===== config.mk =====
export PLATFORM = sky130hd
export DESIGN_NAME = hazard_forward_unit
export DESIGN_NICKNAME = d
export VERILOG_FILES = /design/src/rtl/hazard_forward_unit.sv
export SDC_FILE = /design/constraint.sdc
export NUM_CORES = 1
export LEC_CHECK = 0
export ABC_AREA = 1
export BUFFER_PORTS_ARGS = -buffer_cell sky130_fd_sc_hd__buf_2
export CORE_ASPECT_RATIO = 1.2
export CORE_MARGIN = 4
export CORE_UTILIZATION = 57
export CTS_BUF_LIST = sky130_fd_sc_hd__clkbuf_16
export CTS_CLUSTER_SIZE = 40
export DETAILED_ROUTE_END_ITERATION = 10
export GPL_TIMING_DRIVEN = 0
export PLACE_DENSITY = 0.85
export SKIP_LAST_GASP = 1
export SLEW_MARGIN = 20
export SYNTH_ARGS = -nofsm -noshare
export SYNTH_HDL_FRONTEND = slang
export SYNTH_SLANG_ARGS = --single-unit

===== constraint.sdc =====
create_clock -name clk -period 4.7 [get_ports clk]
set_clock_uncertainty 0.15 [all_clocks]
set_input_delay 0.235 -clock clk [delete_from_list [all_inputs] [get_ports clk]]
set_output_delay 0.235 -clock clk [all_outputs]
set_load 0.02 [all_outputs]

===== src/rtl/hazard_forward_unit.sv =====
// hazard_forward_unit
//
// Control side of the execute-stage forwarding muxes. Tracks the destination
// registers of the instructions in EXE and MEM, compares them against the
// decode-stage sources, registers the forwarding select codes for the
// instruction's EXE cycle, stalls the front end on load-use hazards and
// inserts bubbles on stalls and branch flushes.
//
// Parameters:
//   REG_W  register index width
//   CNT_W  stall counter width
//
// Ports:
//   clk, rst_n         clock (rising edge), asynchronous active-low reset
//   id_valid           ID holds a real instruction
//   id_src1, id_src2   decode-stage source registers
//   id_use_src1        src1 feeds ALU operand A
//   id_use_src2_alu    src2 feeds ALU operand B
//   id_use_src2_st     src2 feeds the store/compare path
//   id_dest            destination register
//   id_wb_en           instruction writes the register file
//   id_mem_r_en        instruction is a load
//   flush              branch taken in EXE; discard the ID instruction
//   sel_A/sel_B/sel_ST registered mux selects: 0 regfile, 1 MEM ALU, 2 WB
//   stall              combinational: freeze PC and IF/ID, bubble into EXE
//   stall_cnt          saturating count of stall cycles
//
// Build option:
//   HAZARD_FORWARDING_EN  defined: forward from MEM/WB, stall only on load-use.
//                         undefined: selects held at 0, stall on any RAW
//                         dependency against EXE or MEM.

module hazard_forward_unit #(
    parameter int unsigned REG_W = 5,
    parameter int unsigned CNT_W = 16
) (
    input  logic             clk,
    input  logic             rst_n,
    input  logic             id_valid,
    input  logic [REG_W-1:0] id_src1,
    input  logic [REG_W-1:0] id_src2,
    input  logic             id_use_src1,
    input  logic             id_use_src2_alu,
    input  logic             id_use_src2_st,
    input  logic [REG_W-1:0] id_dest,
    input  logic             id_wb_en,
    input  logic             id_mem_r_en,
    input  logic             flush,
    output logic [1:0]       sel_A,
    output logic [1:0]       sel_B,
    output logic [1:0]       sel_ST,
    output logic             stall,
    output logic [CNT_W-1:0] stall_cnt
);

    // Scoreboard entries
    logic [REG_W-1:0] exe_dest_q, exe_dest_d;
    logic             exe_wb_q, exe_wb_d;
    logic             exe_mr_q, exe_mr_d;
    logic [REG_W-1:0] mem_dest_q, mem_dest_d;
    logic             mem_wb_q, mem_wb_d;

    logic [1:0]       sel_a_q, sel_a_d;
    logic [1:0]       sel_b_q, sel_b_d;
    logic [1:0]       sel_st_q, sel_st_d;
    logic [CNT_W-1:0] stall_cnt_q, stall_cnt_d;

    logic s1_exe, s2_exe, s1_mem, s2_mem;
    logic a_exe, b_exe, st_exe, a_mem, b_mem, st_mem;
    logic hazard;
    logic stall_int;
    logic load_id;

    // Register 0 is hard-wired, so it never matches.
    function automatic logic hit(input logic [REG_W-1:0] src,
                                 input logic [REG_W-1:0] dest,
                                 input logic             wb);
        return (src != '0) && wb && (dest == src);
    endfunction

    // Youngest producer (EXE) wins over the older one (MEM).
    function automatic logic [1:0] sel_code(input logic from_exe,
                                            input logic from_mem);
        if (from_exe) begin
            return 2'd1;
        end else if (from_mem) begin
            return 2'd2;
        end
        return 2'd0;
    endfunction

    always_comb begin
        s1_exe = hit(id_src1, exe_dest_q, exe_wb_q);
        s2_exe = hit(id_src2, exe_dest_q, exe_wb_q);
        s1_mem = hit(id_src1, mem_dest_q, mem_wb_q);
        s2_mem = hit(id_src2, mem_dest_q, mem_wb_q);

        a_exe  = id_use_src1     & s1_exe;
        b_exe  = id_use_src2_alu & s2_exe;
        st_exe = id_use_src2_st  & s2_exe;
        a_mem  = id_use_src1     & s1_mem;
        b_mem  = id_use_src2_alu & s2_mem;
        st_mem = id_use_src2_st  & s2_mem;
    end

`ifdef HAZARD_FORWARDING_EN
    // Only a load in EXE cannot be forwarded in time; one bubble lets it
    // reach MEM, after which the WB path covers it.
    assign hazard = (a_exe | b_exe | st_exe) & exe_mr_q;
`else
    logic unused_exe_mr;
    assign unused_exe_mr = exe_mr_q;
    // Without forwarding, wait until the producer has reached WB, where the
    // register file's write-before-read makes the value visible.
    assign hazard = a_exe | b_exe | st_exe | a_mem | b_mem | st_mem;
`endif

    // Flush overrides stall: the ID instruction is discarded anyway.
    assign stall_int = id_valid & ~flush & hazard;
    assign load_id   = id_valid & ~stall_int & ~flush;

    always_comb begin
        exe_dest_d = '0;
        exe_wb_d   = 1'b0;
        exe_mr_d   = 1'b0;
        if (load_id) begin
            exe_dest_d = id_dest;
            exe_wb_d   = id_wb_en;
            exe_mr_d   = id_mem_r_en;
        end

        mem_dest_d = exe_dest_q;
        mem_wb_d   = exe_wb_q;

        sel_a_d  = 2'd0;
        sel_b_d  = 2'd0;
        sel_st_d = 2'd0;
`ifdef HAZARD_FORWARDING_EN
        if (load_id) begin
            sel_a_d  = sel_code(a_exe, a_mem);
            sel_b_d  = sel_code(b_exe, b_mem);
            sel_st_d = sel_code(st_exe, st_mem);
        end
`endif

        stall_cnt_d = stall_cnt_q;
        if (stall_int && (stall_cnt_q != '1)) begin
            stall_cnt_d = stall_cnt_q + CNT_W'(1);
        end
    end

    always_ff @(posedge clk or negedge rst_n) begin
        if (!rst_n) begin
            exe_dest_q  <= '0;
            exe_wb_q    <= 1'b0;
            exe_mr_q    <= 1'b0;
            mem_dest_q  <= '0;
            mem_wb_q    <= 1'b0;
            sel_a_q     <= 2'd0;
            sel_b_q     <= 2'd0;
            sel_st_q    <= 2'd0;
            stall_cnt_q <= '0;
        end else begin
            exe_dest_q  <= exe_dest_d;
            exe_wb_q    <= exe_wb_d;
            exe_mr_q    <= exe_mr_d;
            mem_dest_q  <= mem_dest_d;
            mem_wb_q    <= mem_wb_d;
            sel_a_q     <= sel_a_d;
            sel_b_q     <= sel_b_d;
            sel_st_q    <= sel_st_d;
            stall_cnt_q <= stall_cnt_d;
        end
    end

    assign sel_A     = sel_a_q;
    assign sel_B     = sel_b_q;
    assign sel_ST    = sel_st_q;
    assign stall     = stall_int;
    assign stall_cnt = stall_cnt_q;

endmodule


==> results.tsv <==
metric	value	unit
core_area	3080	um^2
cts_sinks	28	
cts_inserted_buffers	3	
num_rows	22	
worst-setup-path-type	flip-flop to output port	
areaGrowthSynthToFinish	18.8	%
n_antenna_cell	0	
wl	4280	um
clockBufferDepth	2	
dp_cells	353	
ys_seq_area_frac	0.378	
io_buffers	39	
hpwlAfterDp	3390	um
antenna_found_initial	0	
dr.pass1.iters	4	
grt_first_pass_wirelength	7120	um
postRouteAntennaNets	0	
vias_per_cell	5.03	
synth.distinct_cells	24	
crit_path_end_kind	output port	
cpMaxStageDelayCell	dfrtp_1	
finalSetupViolations	0	
fp.dieH	70.5	um
drcViolationCount	0	
die_w	60.1	um
period_minus_slack	2.16	ns
period_share	0.459	
worstHoldPathType	input port to flip-flop	
final_hold_viol_count	0	
fin_cells	358	
die-area	4230	um^2
tns	0	ns
start_util	0.601	
max_slew_margin	0.459	
p_leak	0.00128	uW
critPathBufInv	3	
num-nets-final	348	
avgSynthCellArea	6.79	um^2
crit_fanout	9	
drive_gt1_frac	0.199	
crit_arrival	1.77	ns
place.gp.congestion	0.926	
cts-root-buf	clkbuf_16	
slowest_delay	0.40	ns
status	finished clean	
peakVddDrop	0.000193	V
grt_max_degree	29	
vias	1800	
cp-start-kind	flip-flop	
pin_count	47	
cts_tree	yes	
drv_slew	0	
critPathRequiredTime	4.32	ns
synthCells	273	
syn_area	1850	um^2
max_freq	463	MHz
cp_top_family	simple AND/OR/NAND/NOR gates	
overflow	0	
powerDensity	228	nW/um^2
worstMarginPinSlew	0.808	ns
grt_use_total	0.216	
ys_ff_latch	28	
cp_common_cell	nand2_1	
clk_pin_slew	0.06	ns
wire_per_inst	12.0	um
max_cap_violations	0	
yosysWarnings	0	
htreeDepth	1	
clk_latency	0.26	ns
grt_pass1_vias	1639	
crit_chain	inv_1, nand2_1, nand2_1, nor2_1, nand3_1, nand2_1, nand2_1, nand2_2, inv_1, nor3_1, buf_2	
first_iter_violations	105	
rsz0062_at_grt	false	
-- power breakdown --
| group | total, uW | internal, uW | switching [uW] |
|---|---|---|---|
| registers | 253 | 247 | 6.25 |
| logic | 63.3 | 23.4 | 39.9 |
| clock network | 186 | 114 | 72.3 |
| total | 502 | 384 | 118 |
-- through the flow --
step	util	setup WS [ns]	hold WS (ns)	cell area, um^2	total power (uW)
after floorplan	-	2.80	-0.211	1870	295
after global placement	0.685	2.76	0.119	2110	319
after detailed placement	0.685	2.73	0.123	2110	320
after CTS	0.714	2.52	0.0280	2200	506
after global routing	0.714	2.37	0.0406	2200	529
final	0.714	2.54	0.0285	2200	502
-- routing by layer --
layer | vias to the layer above | track usage | routed length, um
li1 | 936 | - | -
met1 | 803 | 0.267 | 1730
met2 | 48 | 0.370 | 2230
met3 | 13 | 0.0240 | 196
met4 | 0 | 0.0887 | 127
met5 | - | 0 | 0
-- cells by family after synthesis --
group	count (synthesis)	share of synthesized area
buffers and inverters	48	0.115
other	1	0.00202
XOR/XNOR	12	0.0567
AND/OR/NAND/NOR	180	0.433
AO/OA/AOI/OAI	3	0.00877
adder cells (fa/ha/maj)	1	0.00675
flip-flops	28	0.378
-- final cells by class --
| type | count | area, um^2 |
|---|---|---|
| well taps | 36 | 45.0 |
| clock buffers | 3 | 75.1 |
| clock inverters | 1 | 3.75 |
| flip-flops and latches | 28 | 701 |
| repair buffers | 40 | 205 |
| inverters | 38 | 143 |
| plain buffers | 10 | 70.1 |
| multi-input cells | 202 | 960 |
| fillers | 304 | 881 |
-- worst min-delay path, stage by stage --
cell,delay (ns)
buf_2,0.09
inv_1,0.04
nor2_1,0.03
-- layout by cell type, fill, tap and decap left out --
master,synthesis,layout
inv_2,7,7
buf_6,1,1
nand2_2,1,1
nand3b_4,1,1
nor2_4,1,1
clkbuf_1,1,1
nand2_1,105,105
ha_1,1,1
nor2_1,30,30
nor4_2,1,1
dlygate4sd3_1,0,1
buf_4,6,6
xnor2_1,2,2
nand3_1,13,13
o22ai_1,1,1
clkinv_1,0,1
o21ai_1,2,2
inv_1,31,31
clkbuf_16,0,3
dfrtp_1,28,28
nor3_1,7,7
nand3_4,1,1
xor2_1,10,10
buf_2,2,41
nand3_2,1,1
conb_1,1,6
nand4_1,19,19
-- cell usage after synthesis --
library cell / count / area (um^2)
buf_6: 1 / 11.3
nand2_1: 105 / 394
nor4_2: 1 / 12.5
buf_4: 6 / 45.0
nand3_1: 13 / 65.1
o22ai_1: 1 / 6.26
nand3b_4: 1 / 20.0
nand3_4: 1 / 17.5
nand3_2: 1 / 10.0
conb_1: 1 / 3.75
nand4_1: 19 / 119
dfrtp_1: 28 / 701
inv_2: 7 / 26.3
nor2_4: 1 / 11.3
inv_1: 31 / 116
clkbuf_1: 1 / 3.75
buf_2: 2 / 10.0
ha_1: 1 / 12.5
nor3_1: 7 / 35.0
xnor2_1: 2 / 17.5
nand2_2: 1 / 6.26
nor2_1: 30 / 113
xor2_1: 10 / 87.6
o21ai_1: 2 / 10.0
-- final timing paths --
kind / startpoint / endpoint / slack [ns] / cells past startpoint
min reg2reg: exe_dest_q[2] / mem_dest_q[2] / 0.27 / 0
min: id_dest[0] / exe_dest_q[0] / 0.03 / 3
max: exe_dest_q[0] / stall / 2.54 / 11
max reg2reg: stall_cnt[0] / stall_cnt[10] / 2.71 / 8
min in group asynchronous: rst_n / stall_cnt[13] / 0.37 / 2
max in group asynchronous: rst_n / exe_dest_q[0] / 3.64 / 2
-- registers in the layout (all words and copies together), names as in the netlist --
| name | cells |
|---|---|
| exe_dest_q | 5 |
| exe_wb_q | 1 |
| mem_dest_q | 5 |
| mem_wb_q | 1 |
| stall_cnt | 16 |
-- timing repair --
item,4_1_cts,5_1_grt
endpoints found under the hold margin,28,0
hold buffers,1,0
endpoints found under the setup margin,0,0
buffers inserted,0,0
gates resized for setup,0,0
Power figures use the tool's default switching activity.
